==> config.mk <==
export PLATFORM = sky130hd
export DESIGN_NAME = div_seq
export DESIGN_NICKNAME = d
export VERILOG_FILES = /design/src/rtl/div_seq.sv
export SDC_FILE = /design/constraint.sdc
export NUM_CORES = 1
export LEC_CHECK = 0
export BUFFER_PORTS_ARGS = -buffer_cell sky130_fd_sc_hd__buf_4
export CAP_MARGIN = 10
export CELL_PAD_IN_SITES_DETAIL_PLACEMENT = 0
export CELL_PAD_IN_SITES_GLOBAL_PLACEMENT = 1
export CORE_ASPECT_RATIO = 1.75
export CORE_UTILIZATION = 40
export CTS_CLUSTER_SIZE = 24
export DETAILED_ROUTE_END_ITERATION = 12
export PLACE_DENSITY_LB_ADDON = 0.05
export SYNTH_ARGS = -nofsm -noshare
export SYNTH_HDL_FRONTEND = slang
export SYNTH_SLANG_ARGS = --single-unit
==> constraint.sdc <==
create_clock -name clk -period 9.9 [get_ports clk]
set_input_delay 1.485 -clock clk [delete_from_list [all_inputs] [get_ports clk]]
set_output_delay 1.485 -clock clk [all_outputs]
set_load 0.005 [all_outputs]
==> src/rtl/div_seq.sv <==
// div_seq: iterative restoring divider for RV32M DIV/DIVU/REM/REMU with pipeline hold and one-cycle writeback
module div_seq #(
  parameter int XLEN       = 32,
  parameter int REG_ADDR_W = 5,
  parameter int CNT_W      = 5
) (
  input  logic                  clk,
  input  logic                  rst,
  input  logic                  div_start_i,
  input  logic [2:0]            div_op_i,
  input  logic [XLEN-1:0]       div_dividend_i,
  input  logic [XLEN-1:0]       div_divisor_i,
  input  logic [REG_ADDR_W-1:0] div_rd_addr_i,
  input  logic                  div_flush_i,
  output logic                  div_busy_o,
  output logic                  div_ready_o,
  output logic                  div_we_o,
  output logic [REG_ADDR_W-1:0] div_rd_addr_o,
  output logic [XLEN-1:0]       div_result_o
);
  typedef enum logic [1:0] {IDLE, CALC, DONE} state_t;
  state_t state, state_nx;
  logic [REG_ADDR_W-1:0] rd_q;
  logic [XLEN-1:0] quo, rem, dvs, res_q, a_mag, b_mag, fast_res, rem_n, quo_n, calc_res;
  logic [CNT_W-1:0] cnt;
  logic [XLEN:0] rem_sh, trial;
  logic want_rem, qneg, rneg, sgn, a_neg, b_neg, dz, ovf, special, accept, last;
  assign sgn      = ~div_op_i[0];
  assign a_neg    = sgn & div_dividend_i[XLEN-1];
  assign b_neg    = sgn & div_divisor_i[XLEN-1];
  assign a_mag    = a_neg ? -div_dividend_i : div_dividend_i;
  assign b_mag    = b_neg ? -div_divisor_i : div_divisor_i;
  assign dz       = div_divisor_i == '0;
  assign ovf      = sgn & (div_dividend_i == {1'b1, {(XLEN-1){1'b0}}}) & (div_divisor_i == '1);
  assign special  = dz | ovf;
  assign accept   = (state == IDLE) & div_start_i & div_op_i[2] & ~div_flush_i;
  assign fast_res = div_op_i[1] ? (dz ? div_dividend_i : '0) : (dz ? '1 : {1'b1, {(XLEN-1){1'b0}}});
  // rem < dvs, so rem_sh - dvs lies in [-dvs, dvs) and bit XLEN is a true sign bit
  assign rem_sh   = {rem, quo[XLEN-1]};
  assign trial    = rem_sh - {1'b0, dvs};
  assign rem_n    = trial[XLEN] ? rem_sh[XLEN-1:0] : trial[XLEN-1:0];
  assign quo_n    = {quo[XLEN-2:0], ~trial[XLEN]};
  assign last     = cnt == CNT_W'(XLEN-1);
  assign calc_res = want_rem ? (rneg ? -rem_n : rem_n) : (qneg ? -quo_n : quo_n);
  always_ff @(posedge clk or posedge rst)
    if (rst) state <= IDLE;
    else     state <= state_nx;
  always_comb begin
    state_nx = state;
    if (accept) state_nx = special ? DONE : CALC;
    else if (state == CALC) state_nx = div_flush_i ? IDLE : (last ? DONE : CALC);
    else if (state == DONE) state_nx = IDLE;
  end
  always_ff @(posedge clk or posedge rst)
    if (rst) begin
      rd_q     <= '0;
      want_rem <= 1'b0;
      quo      <= '0;
      rem      <= '0;
      dvs      <= '0;
      cnt      <= '0;
      qneg     <= 1'b0;
      rneg     <= 1'b0;
      res_q    <= '0;
    end else if (accept) begin
      rd_q     <= div_rd_addr_i;
      want_rem <= div_op_i[1];
      quo      <= a_mag;
      rem      <= '0;
      dvs      <= b_mag;
      cnt      <= '0;
      qneg     <= a_neg ^ b_neg;
      rneg     <= a_neg;
      if (special) res_q <= fast_res;
    end else if (state == CALC) begin
      quo <= quo_n;
      rem <= rem_n;
      cnt <= cnt + 1'b1;
      if (last) res_q <= calc_res;
    end
  assign div_busy_o    = ~rst & (accept | (state == CALC));
  assign div_ready_o   = (state == DONE) & ~div_flush_i;
  assign div_we_o      = div_ready_o & (rd_q != '0);
  assign div_rd_addr_o = rd_q;
  assign div_result_o  = res_q;
endmodule

==> results of run 1 <==
==> final cells by class <==
class                      count  area (um^2)
multi-input combinational   1193         7550
tap                          378          473
sequential                   143         3580
clock inverter                13          210
clock buffer                  19          433
inverter                      70          268
fill                        3000        15300
timing repair buffer         133          998
==> through the flow <==
stage	std cells	utilization	setup slack, ns	cell area (um^2)	hold WS, ns
4_1_cts	1949	0.469	4.00	13500	0.484
3_5_place_dp	1917	0.446	4.02	12900	0.472
2_1_floorplan	1490	-	4.18	11800	0.450
5_1_grt	1949	0.469	3.47	13500	0.512
3_3_place_gp	1917	0.446	4.13	12900	0.465
6_report	1949	0.469	3.94	13500	0.479
==> placed cells by master, fill, tap and decap left out, drive strengths merged, types with 11 or more instances in the layout <==
cell type,instances
a21o,14
o41ai,11
nor4,20
nand2,162
a31oi,23
or4,14
o211ai,19
a22oi,31
dfrtp,143
mux2i,33
a21oi,112
buf,133
nand4,19
xnor2,80
ha,39
nor2b,14
or3,20
clkbuf,19
o31ai,20
o21a,15
nor3,31
nand2b,16
o21ai,184
nor2,106
nand3,50
xor2,56
inv,71
==> power by group <==
part / switching [mW] / internal (mW)
registers: 0.210 / 0.750
clock network: 0.280 / 0.448
logic: 1.95 / 1.11
==> tightest hold or removal path: stages, from the launching register on <==
cell and delay, ns:
dfrtp_1 0.34, nand2_1 0.04, o21ai_0 0.06
==> per-layer routing <==
layer | part of all wire | vias to the layer above | GRT usage
li1 | - | 5532 | -
met1 | 0.38 | 5534 | 0.311
met2 | 0.53 | 273 | 0.543
met3 | 0.026 | 95 | 0.0312
met4 | 0.066 | 0 | 0.199
met5 | 0 | - | 0
==> logic make-up (layout without fill, tap and decap cells) <==
kind of cell,after synthesis,count (layout),synth area share
adder cells (fa/ha/maj),40,40,0.0431
XOR/XNOR,136,136,0.101
multiplexers,35,35,0.0303
buffers and inverters,154,235,0.0566
AO/OA/AOI/OAI,487,487,0.260
flip-flops,143,143,0.304
AND/OR/NAND/NOR,495,495,0.206
==> registers in the layout, indices dropped and copies added (netlist names) <==
signal,cells
div_rd_addr_o,5
qneg,1
state,2
dvs,32
quo,32
cnt,5
rem,32
div_result_o,32
want_rem,1
rneg,1
==> worst paths after layout <==
kind	start	end	slack [ns]	cells after the start
setup / recovery	quo[31]	div_result_o[30]	3.94	23
hold / removal	dvs[25]	dvs[25]	0.48	2
setup reg to reg	quo[31]	div_result_o[30]	3.94	23
hold reg to reg	dvs[25]	dvs[25]	0.48	2
max in group asynchronous	rst	rem[22]	7.33	3
min in group asynchronous	rst	div_rd_addr_o[3]	1.21	2
==> metrics.cfg, run 1 <==
[worst_setup_path]
cp_max_fo=7
crit_slowest_cell=or4b_2
critPathMostFrequentCell=nand2b_1
critPathMaxStageDelay_ns=0.68
crit_arrival_ns=6.31
crit_type=register to register
cp.buffers_inverters=2
crit_chain=inv_1 -> ha_1 -> fa_1 -> nand2b_1 -> a21oi_1 -> o211ai_1 -> a21oi_2 -> o21a_4 -> nor2_4 -> inv_2 -> ha_1 -> nand2b_1 -> or4b_2 -> or4_1 -> nand2b_1 -> nand2b_1 -> nand2b_1 -> o31ai_1 -> xor2_1 -> o211ai_1 -> a21oi_1 -> o21a_1 -> a221oi_1
cp_top_family=simple AND/OR/NAND/NOR gates
cp-end-kind=register
startpoint_type=register
critPathRequiredTime_ns=10.25

[routing]
drt_iter0_markers=592
ant_nets=0
wire_per_inst_um=22.4
viasPerCell=5.87
drt_wl_total_um=43600
vias=11400
drc=0
drt-pass1-iter-count=5

[run]
drv_cap=0

[clock_tree]
cts_buffers=17
clock-sinks=143
clk_pin_slew_ns=0.07
cts_tree=yes
htree_levels=4
cts.hold.buffers_added=0
clock_path_buffers=2
cts_resized=0
ctsRootBufferMaster=clkbuf_16
clock_latency_ns=0.45
cts_setup_buffers=0

[global_routing]
first_global_vias=11400
grt_max_degree=91
antenna_found_initial=0
grt_pass1_wl_um=67200
grt_overflow=0
track_usage=0.294

[run_status]
outcome=complete, no violations

[die]
die_h_um=229
ioPinCount=116
row_count=82
dieWidth_um=132
die_area_mm2=0.0302
initial_core_util=0.409
fp.coreArea_mm2=0.0288

[synthesis]
synth_top_area_frac=0.304
synth_fp_nets=1606
synthMostInstantiatedCell=o21ai_0
avgSynthCellArea_um2=7.91
synth_common_cells=o21ai_0 (176), nand2_1 (162), dfrtp_1 (143), a21oi_1 (106), nor2_1 (105)
yosys.area.top_type=dfrtp_1
synth.distinct_cells=92
synth_area_leaders=dfrtp_1 (30%), o21ai_0 (7.5%), xnor2_1 (5.9%), nand2_1 (5.2%), a21oi_1 (4.5%)
yosys_warnings=0
async_flop_share=1.00
ys_seq_elements=143
netlist_area_mm2=0.0118
ys.flop_type=dfrtp_1
synth_edf_count=0
yosysSeqAreaShare=0.304
netlist_instances=1490

[sta]
final.setup.tns_ns=0
min_period_ns=5.96
fmax_ghz=0.168
fin_worst_skew_ns=0.0191
final_max_slew_viol_count=0
slew-limit-headroom=0.280
rsz0062_at_grt=false
finalHoldViolCount=0
finalCritPeriodShare=0.602
worst_slew_pin_slew_ns=1.08
setup_viol=0

[placed_design]
hpwl_um=33800
gp_congestion=0.901
numPortBuffers=115

[power_and_ir_drop]
cellPowerDensity_mw_per_mm2=351
power.total_mw=4.75
leakagePower_nw=5.75
vdd_drop_max_v=0.000169

[hold_path]
hp-class=register to register

[layout]
layout.nets=1674
areaGrowthSynthToFinish_pct=14.7
drive_gt1_frac=0.139
diodes=0

(Power assumes the default switching activity.)
==> inputs of run 2 (changes only) <==
Clock period 9.9 ns to 4.8 ns, I/O delays scaled along.
==> run 2 against run 1 <==
Maximum frequency grew 27%. Setup slack worse by 3.8 ns. Final area is 10% higher. Critical path type unchanged. Critical endpoint is now div_result_o[28]. Largest power group unchanged. Highest routed layer unchanged.
==> metrics.cfg, run 2 (synthesized netlist as in run 1, its figures left out) <==
[run_status]
outcome=complete, no violations

[worst_setup_path]
critPathRequiredTime_ns=5.14
cp_max_fo=4
cp-end-kind=register
startpoint_type=register
worstReg2RegStart=dvs[23]
crit_arrival_ns=5.02
crit_type=register to register
critPathLaunch=dvs[23]

[layout]
most-common-layout-cells=buf_4 (270), o21ai_0 (174), nand2_1 (162)
diodes=0
drive_gt1_frac=0.235
areaGrowthSynthToFinish_pct=26.3
fill_cells=2834
stdcell_area_mm2=0.0149
final_common_cell=buf_4
layout.nets=1814

[sta]
final_max_slew_viol_count=0
min_period_ns=4.69
final.setup.tns_ns=0
fin_worst_skew_ns=0.0169
setup_viol=0
slew-limit-headroom=0.277
finalCritPeriodShare=0.976
setup_slack_ns=0.114
finalHoldViolCount=0
worst_slew_pin_slew_ns=1.08
rsz0062_at_grt=true
fmax_ghz=0.213

[routing]
vias=11900
drt_wl_total_um=45400
viasPerCell=5.71
wire_per_inst_um=21.8
ant_nets=0
drt_iter0_markers=715
drc=0
drt-pass1-iter-count=6

[clock_tree]
cts_buffers=17
htree_levels=4
clock-sinks=143
clk_pin_slew_ns=0.07
clock_latency_ns=0.47
cts_tree=yes
ctsRootBufferMaster=clkbuf_16
clock_path_buffers=2

[die]
die_h_um=229
die_area_mm2=0.0302
fp.coreArea_mm2=0.0288
initial_core_util=0.409
ioPinCount=116
row_count=82
dieWidth_um=132

[global_routing]
grt_pass1_wl_um=69900
first_global_vias=11900
grt_max_degree=89
track_usage=0.306
antenna_found_initial=0
grt_overflow=0

[placed_design]
numPortBuffers=115
gp_congestion=0.924
dpl_worst_slack_ns=-0.0194
hpwl_um=35100
place_area_mm2=0.0140

[power_and_ir_drop]
vdd_drop_max_v=0.000401
leakagePower_nw=6.48
cellPowerDensity_mw_per_mm2=748
power.total_mw=11.1

[run]
drv_cap=0

[hold_path]
hp-class=primary input to asynchronous set/reset pin

run 2: cell count changes in the layout (fill, tap and decap cells not counted), sizes merged:
cell,delta
inv,+2
clkbuf,-2
clkinv,+2
buf,+139
bufinv,-3
clkinvlp,+1
run 2: area by class of cell:
type,count,area [um^2],share of cell area
timing repair inverter,1,5.00,0.000336
sequential,143,3580,0.240
timing repair buffer,272,2070,0.139
clock buffer,17,425,0.0286
multi-input combinational,1193,7900,0.531
clock inverter,14,159,0.0107
tap,378,473,0.0318
inverter,70,273,0.0183
run 2: final timing paths:
path | slack, ns | to | depth (start not counted)
hold reg to reg | 0.48 | dvs[12] | 2
setup / recovery | 0.11 | div_result_o[28] | 21
min in group clk | 0.45 | div_rd_addr_o[0] | 3
max in group asynchronous | 3.53 | rem[25] | 3
setup reg to reg | 0.11 | div_result_o[28] | 21
hold / removal | 0.36 | div_rd_addr_o[1] | 2
run 2: critical path, cell delays in order, from the launching register on:
cell and delay, ns:
dfrtp_1 0.38, inv_1 0.10, ha_4 0.23, a21oi_4 0.14, o21ai_2 0.08, a311o_1 0.34, a221o_1 0.42, nor3_4 0.24
nor2_4 0.08, clkinv_4 0.09, ha_4 0.15, nand2b_4 0.05, or4b_4 0.52, or4_4 0.44, nand2b_4 0.16, nand2b_4 0.14
nand2b_4 0.17, o31ai_4 0.24, xor2_1 0.19, o32ai_2 0.10, a211oi_1 0.19, o21ai_1 0.10
run 2: per-stage QoR:
| stage | instances | utilization | hold WS, ns |
|---|---|---|---|
| finish | 2088 | 0.516 | 0.364 |
| global route | 2088 | 0.516 | 0.410 |
| CTS | 2074 | 0.506 | 0.386 |
| detailed placement | 2043 | 0.486 | 0.473 |
| global placement | 2043 | 0.486 | 0.466 |
| floorplan | 1490 | - | 0.450 |
run 2: timing repair:
action,CTS,global route
endpoints found under the setup margin,3,11
gates cloned,0,1
pin swaps,1,16
resized for setup,1,36
hold buffers,0,0
buffers inserted,0,13
run 2: metal layers:
metal | part of all wire | global-route usage
met2 | 0.54 | 0.581
met1 | 0.38 | 0.324
met3 | 0.024 | 0.0312
met4 | 0.054 | 0.176
met5 | 0 | 0
run 2: power by group:
part | switching [mW] | total [mW] | internal, mW
clock network | 0.613 | 1.39 | 0.772
logic | 4.52 | 7.83 | 3.31
registers | 0.369 | 1.92 | 1.55
